--- src/rtl/retention_monitor.sv ---
// Multi-channel retention monitor: each channel tracks save / power-down / wake / restore,
// compares restored data against the saved snapshot and reports sticky errors and counts.
module retention_monitor #(
  parameter int WIDTH       = 32,
  parameter int NCH         = 4,
  parameter int CNT_W       = 8,
  parameter int RESTORE_LAT = 1
) (
  input  logic                   clk,
  input  logic                   rst_n,
  input  logic                   clr,
  input  logic [NCH-1:0]         save,
  input  logic [NCH-1:0]         restore,
  input  logic [NCH-1:0]         pwr_on,
  input  logic [NCH*WIDTH-1:0]   data,
  output logic [NCH-1:0]         err_mismatch,
  output logic [NCH-1:0]         err_proto,
  output logic [NCH*CNT_W-1:0]   fail_cnt,
  output logic [NCH-1:0]         chk_done,
  output logic [NCH*3-1:0]       ch_state,
  output logic                   irq
);

  typedef enum logic [2:0] {
    ST_ACTIVE = 3'd0,
    ST_SAVED  = 3'd1,
    ST_OFF    = 3'd2,
    ST_WAKE   = 3'd3,
    ST_CHECK  = 3'd4
  } state_t;

  localparam logic [3:0]       LAT_INIT = 4'(RESTORE_LAT);
  localparam logic [CNT_W-1:0] CNT_MAX  = '1;

  // Next-cycle sticky error bits, shared so irq can be registered in step with err_*.
  logic [NCH-1:0] em_nxt;
  logic [NCH-1:0] ep_nxt;

  for (genvar c = 0; c < NCH; c++) begin : g_ch
    state_t           state_q;
    logic [WIDTH-1:0] snap_q;
    logic             valid_q;
    logic [3:0]       lat_q;
    logic             em_q;
    logic             ep_q;
    logic             done_q;
    logic [CNT_W-1:0] cnt_q;

    logic [WIDTH-1:0] din;
    logic             proto_evt;
    logic             mis_evt;
    logic [CNT_W-1:0] cnt_base;
    logic [CNT_W-1:0] cnt_nxt;

    assign din = data[c*WIDTH +: WIDTH];

    // Error events for this cycle, derived from the same priority order the FSM uses.
    always_comb begin
      // NOTE: every combinational output gets a default first, so no path can infer a latch.
      proto_evt = 1'b0;
      mis_evt   = 1'b0;
      case (state_q)
        ST_ACTIVE: proto_evt = !pwr_on[c] || (!save[c] && restore[c]);
        ST_OFF:    proto_evt = !pwr_on[c] && (save[c] || restore[c]);
        ST_WAKE:   proto_evt = pwr_on[c] && save[c];
        ST_CHECK: begin
          if (!pwr_on[c]) begin
            proto_evt = 1'b1;
          end else if (lat_q == '0) begin
            proto_evt = !valid_q;
            mis_evt   = valid_q && (din != snap_q);
          end
        end
        default: ;
      endcase
    end

    // A new error in the clear cycle wins over the clear.
    always_comb begin
      cnt_base = clr ? '0 : cnt_q;
      cnt_nxt  = cnt_base;
      if (mis_evt && cnt_base != CNT_MAX) cnt_nxt = cnt_base + CNT_W'(1);
    end

    assign em_nxt[c] = (em_q & ~clr) | mis_evt;
    assign ep_nxt[c] = (ep_q & ~clr) | proto_evt;

    always_ff @(posedge clk or negedge rst_n) begin
      if (!rst_n) begin
        state_q <= ST_ACTIVE;
        // NOTE: the snapshot is reset too, since a lost snapshot must read back as zero.
        snap_q  <= '0;
        valid_q <= 1'b0;
        lat_q   <= '0;
        em_q    <= 1'b0;
        ep_q    <= 1'b0;
        done_q  <= 1'b0;
        cnt_q   <= '0;
      end else begin
        // NOTE: non-blocking throughout so every register sees pre-edge values.
        em_q   <= em_nxt[c];
        ep_q   <= ep_nxt[c];
        cnt_q  <= cnt_nxt;
        done_q <= 1'b0;
        case (state_q)
          ST_ACTIVE: begin
            if (!pwr_on[c]) begin
              state_q <= ST_OFF;
              valid_q <= 1'b0;
            end else if (save[c]) begin
              state_q <= ST_SAVED;
              snap_q  <= din;
              valid_q <= 1'b1;
            end
          end
          ST_SAVED: begin
            if (!pwr_on[c]) begin
              state_q <= ST_OFF;
            end else if (save[c]) begin
              snap_q <= din;
            end else if (restore[c]) begin
              state_q <= ST_CHECK;
              lat_q   <= LAT_INIT;
            end
          end
          ST_OFF: begin
            if (pwr_on[c]) state_q <= ST_WAKE;
          end
          ST_WAKE: begin
            if (!pwr_on[c]) begin
              state_q <= ST_OFF;
            end else if (!save[c] && restore[c]) begin
              state_q <= ST_CHECK;
              lat_q   <= LAT_INIT;
            end
          end
          ST_CHECK: begin
            if (!pwr_on[c]) begin
              state_q <= ST_OFF;
            end else if (lat_q != '0) begin
              lat_q <= lat_q - 4'd1;
            end else begin
              done_q  <= 1'b1;
              state_q <= ST_ACTIVE;
            end
          end
          default: state_q <= ST_ACTIVE;
        endcase
      end
    end

    assign err_mismatch[c]           = em_q;
    assign err_proto[c]              = ep_q;
    assign chk_done[c]               = done_q;
    assign fail_cnt[c*CNT_W +: CNT_W] = cnt_q;
    assign ch_state[c*3 +: 3]         = state_q;
  end

  always_ff @(posedge clk or negedge rst_n) begin
    if (!rst_n) irq <= 1'b0;
    else        irq <= |(em_nxt | ep_nxt);
  end

endmodule

--- config.mk ---
export PLATFORM = sky130hd
export DESIGN_NAME = retention_monitor
export DESIGN_NICKNAME = d
export VERILOG_FILES = /design/src/rtl/retention_monitor.sv
export SDC_FILE = /design/constraint.sdc
export NUM_CORES = 1
export LEC_CHECK = 0
export ABC_AREA = 1
export ABC_CLOCK_PERIOD_IN_PS = 2700
export BUFFER_PORTS_ARGS = -buffer_cell sky130_fd_sc_hd__clkbuf_2
export CAP_MARGIN = 40
export CORE_UTILIZATION = 61
export DETAILED_ROUTE_END_ITERATION = 8
export GPL_TIMING_DRIVEN = 1
export PLACE_DENSITY = 0.9
export SLEW_MARGIN = 20
export SYNTH_ARGS = -nofsm -noshare
export SYNTH_HDL_FRONTEND = slang
export SYNTH_SLANG_ARGS = --single-unit
--- constraint.sdc ---
create_clock -name clk -period 2.7 [get_ports clk]
set_clock_uncertainty 0.1 [all_clocks]
set_input_delay 0.675 -clock clk [delete_from_list [all_inputs] [get_ports clk]]
set_output_delay 0.675 -clock clk [all_outputs]
set_load 0.01 [all_outputs]
==> results by group <==
Final layout
  • Layout cells sized above 1: 0.219
  • Ant diodes: 0
  • Final Net Count: 1702
  • Area Overhead vs Synth: 17.2%
  • Fin util: 0.741
  • Final non-filler cell total: 1790

Logic synthesis
  • Async set-reset flop share out of synthesis: 1.00
  • Syn Area/Cell: 8.19 µm²
  • Post-synthesis cell type count: 39
  • Post-synth top flop: dfrtp_1
  • Synth cell count leaders: nand2_1, dfrtp_1, inv_1
  • Dominant cell by count in the synthesized netlist: nand2_1
  • Synth top area cells: dfrtp_1, nand2_1, xnor2_1, mux2_2, inv_1
  • Syn Nets: 1505
  • Syn Inst Count: 1354
  • #FFs+latches synth: 205
  • Seq/Total Area, Yosys: 0.462
  • Post-synth top area cell: dfrtp_1
  • Synth warn: 0
  • Post-Syn Area: 0.0111 mm²
  • Number of synthesized flops with an enable pin: 0
  • Post-synth top area share: 0.462

Floorplan
  • I/O pins: 200
  • Initial Utilization: 0.633
  • Die X: 137 µm
  • Core Area: 0.0175 mm²
  • Die height: 137 µm
  • Die ar.: 0.0187 mm²
  • Core Rows: 48

Setup path
  • Worst reg2reg path depth: 10
  • Reg2reg setup slack: 0.41 ns
  • Worst reg2reg path startpoint: g_ch[0].cnt_q[0]$_DFF_PN0_
  • Critical path class: primary input to flip-flop
  • RR Endpoint: g_ch[0].cnt_q[3]$_DFF_PN0_
  • Worst EP required: 2.99 ns
  • Crit Path Max Fanout: 17
  • Arr. time, crit path: 2.76 ns
  • Crit end category: flip-flop
  • Startpoint Class: primary input

Placed design
  • Final HPWL DP: 18800 µm
  • PortBufs: 199
  • Dpl cells: 1751
  • Routability congestion estimate from global placement: 0.858

STA
  • Highest Clock Rate: 0.404 GHz
  • Fin crit period: 2.47 ns
  • Worst-margin pin slew: 0.654 ns
  • # setup viols final: 0
  • Slew HR: 0.563
  • Final Hold Violating Endpoints: 0
  • Min Hold Slack: 0.0271 ns
  • Post-route clock period utilization: 0.916
  • Unrepaired setup endpoints after global routing: false
  • Max-slew violation count: 0

Power
  • Leakage: 6.66 nW
  • NetSw: 4.38 mW
  • Clock power share: 0.244
  • Pint: 8.09 mW
  • Register share of total power: 0.420
  • Power Density: 959 mW/mm²
  • Sw Share: 0.351
  • Final Power: 12.5 mW
  • Maximum VDD drop: 0.765 mV
  • Combinational fraction of design power: 0.337

Routing
  • ANT nets after route: 0
  • Iteration-0 DRC Markers: 479
  • Vias: 9411
  • WL final: 25700 µm
  • Detailed Routing Iterations Pass 1: 5
  • DRC violations left: 0
  • Routed length per instance: 14.4 µm
  • Vias per Instance: 5.26

Hold path
  • Min-delay worst type: primary input to asynchronous set/reset pin

Clock tree
  • Max clock buf depth: 3
  • Post-CTS setup buffer count: 0
  • Worst skew pair latency: 0.50 ns
  • CTS buffer count: 23
  • Cts hold-fix bufs: 0
  • Clk root buf: clkbuf_16
  • Clock transition at the registers of the reported paths: 0.06 ns
  • Post-CTS Resized: 0
  • Clk sinks: 205
  • CTS tree: yes
  • H-tree levels: 1

Global route
  • Congestion Overflow GR: 0
  • Initial antenna violation count: 0
  • First-pass GRT wire length: 42100 µm
  • Total GRT Usage: 0.280
  • Largest net degree at the start of global routing: 54
  • Vias in the first global route: 9571

Status
  • Status: completed

Flow run
  • Max-cap violations: 0
==> routing by layer <==
layer / part of all wire / wire, µm / up-vias / global-route usage
met5: 0 / 0 / - / 0
met4: 0.035 / 896 / 0 / 0.104
met3: 0.070 / 1800 / 75 / 0.0678
met2: 0.50 / 12900 / 315 / 0.512
met1: 0.39 / 10100 / 4390 / 0.314
li1: - / - / 4631 / -
==> cells by family (layout without fill, tap and decap cells) <==
logic type | after synthesis | count (layout) | share of synthesized area
AOI/OAI and AO/OA | 103 | 103 | 0.0509
xor gates and xnor gates | 125 | 125 | 0.0987
adders and majority gates | 8 | 8 | 0.00902
buffers and inverters | 201 | 412 | 0.0765
DFF | 205 | 205 | 0.462
muxes | 54 | 54 | 0.0548
and+or+nand+nor | 658 | 658 | 0.248
==> per-stage QoR <==
| stage | instance area, µm² | TNS (ns) | setup WS, ns |
|---|---|---|---|
| floorplan | 11100 | 0 | 0.362 |
| global placement | 12300 | 0 | 0.0761 |
| detailed placement | 12300 | -0.224 | -0.100 |
| CTS | 13000 | 0 | 0.366 |
| global route | 13000 | 0 | 0.0104 |
| finish | 13000 | 0 | 0.228 |
==> critical path: stages <==
cell      delay (ns)
clkbuf_2        0.25
inv_2           0.34
nand2_1         0.15
inv_1           0.10
nand3_1         0.13
nor3_2          0.25
nand3_1         0.40
nand4_1         0.27
nand2_1         0.09
inv_2           0.06
nor2_1          0.04
==> power by group through the flow <==
stage | sequential [mW] | clock [mW] | combinational (mW)
2_1_floorplan | 5.08 | 0 | 3.20
3_3_place_gp | 5.15 | 0 | 3.91
3_5_place_dp | 5.25 | 0 | 4.15
4_1_cts | 5.22 | 3.07 | 4.22
5_1_grt | 5.37 | 3.19 | 4.78
6_report | 5.23 | 3.04 | 4.20
==> flip-flops by register name (all words and copies together) (netlist names) <==
name	cells
irq	1
g_ch.done_q	4
g_ch.cnt_q	32
g_ch.lat_q	16
g_ch.state_q	12
g_ch.ep_q	4
g_ch.valid_q	4
g_ch.snap_q	128
g_ch.em_q	4
==> layout by cell type (no fill, tap or decap), types with 4 or more instances in the layout <==
| cell | netlist | layout |
|---|---|---|
| o21ai_0 | 53 | 53 |
| buf_4 | 13 | 10 |
| o21ai_1 | 15 | 15 |
| clkbuf_8 | 0 | 7 |
| clkbuf_2 | 0 | 198 |
| nand4_1 | 25 | 25 |
| nand3_1 | 32 | 32 |
| nor2_1 | 120 | 119 |
| nor3_1 | 13 | 13 |
| inv_1 | 146 | 146 |
| dfrtp_1 | 205 | 205 |
| nor3_2 | 5 | 5 |
| nand3_2 | 5 | 5 |
| inv_2 | 15 | 15 |
| clkbuf_1 | 11 | 5 |
| nand3b_1 | 4 | 4 |
| nor2_2 | 4 | 5 |
| mux2_2 | 54 | 54 |
| xor2_1 | 9 | 9 |
| xnor2_1 | 116 | 116 |
| a21oi_1 | 13 | 13 |
| o22ai_1 | 6 | 6 |
| o31ai_1 | 4 | 4 |
| nand2_2 | 7 | 7 |
| nand2_1 | 439 | 439 |
| clkbuf_16 | 0 | 23 |
| ha_1 | 8 | 8 |
==> worst max path at each step <==
stage                                  to  slack (ns)  from
6_report       g_ch[0].cnt_q[3]$_DFF_PN0_        0.23   clr
5_1_grt        g_ch[0].cnt_q[3]$_DFF_PN0_        0.01   clr
4_1_cts        g_ch[0].cnt_q[3]$_DFF_PN0_        0.37   clr
3_5_place_dp   g_ch[0].cnt_q[3]$_DFF_PN0_       -0.10   clr
3_3_place_gp   g_ch[0].cnt_q[3]$_DFF_PN0_        0.08   clr
2_1_floorplan  g_ch[2].cnt_q[3]$_DFF_PN0_        0.36   clr
==> final cells by class <==
| cell class | count | area (µm²) |
|---|---|---|
| sequential | 205 | 5130 |
| multi-input combinational | 948 | 5120 |
| fill | 1201 | 4530 |
| timing repair buffer | 212 | 1140 |
| clock buffer | 34 | 677 |
| inverter | 161 | 604 |
| tap | 225 | 282 |
| clock inverter | 5 | 52.6 |
Power figures use the tool's default switching activity.
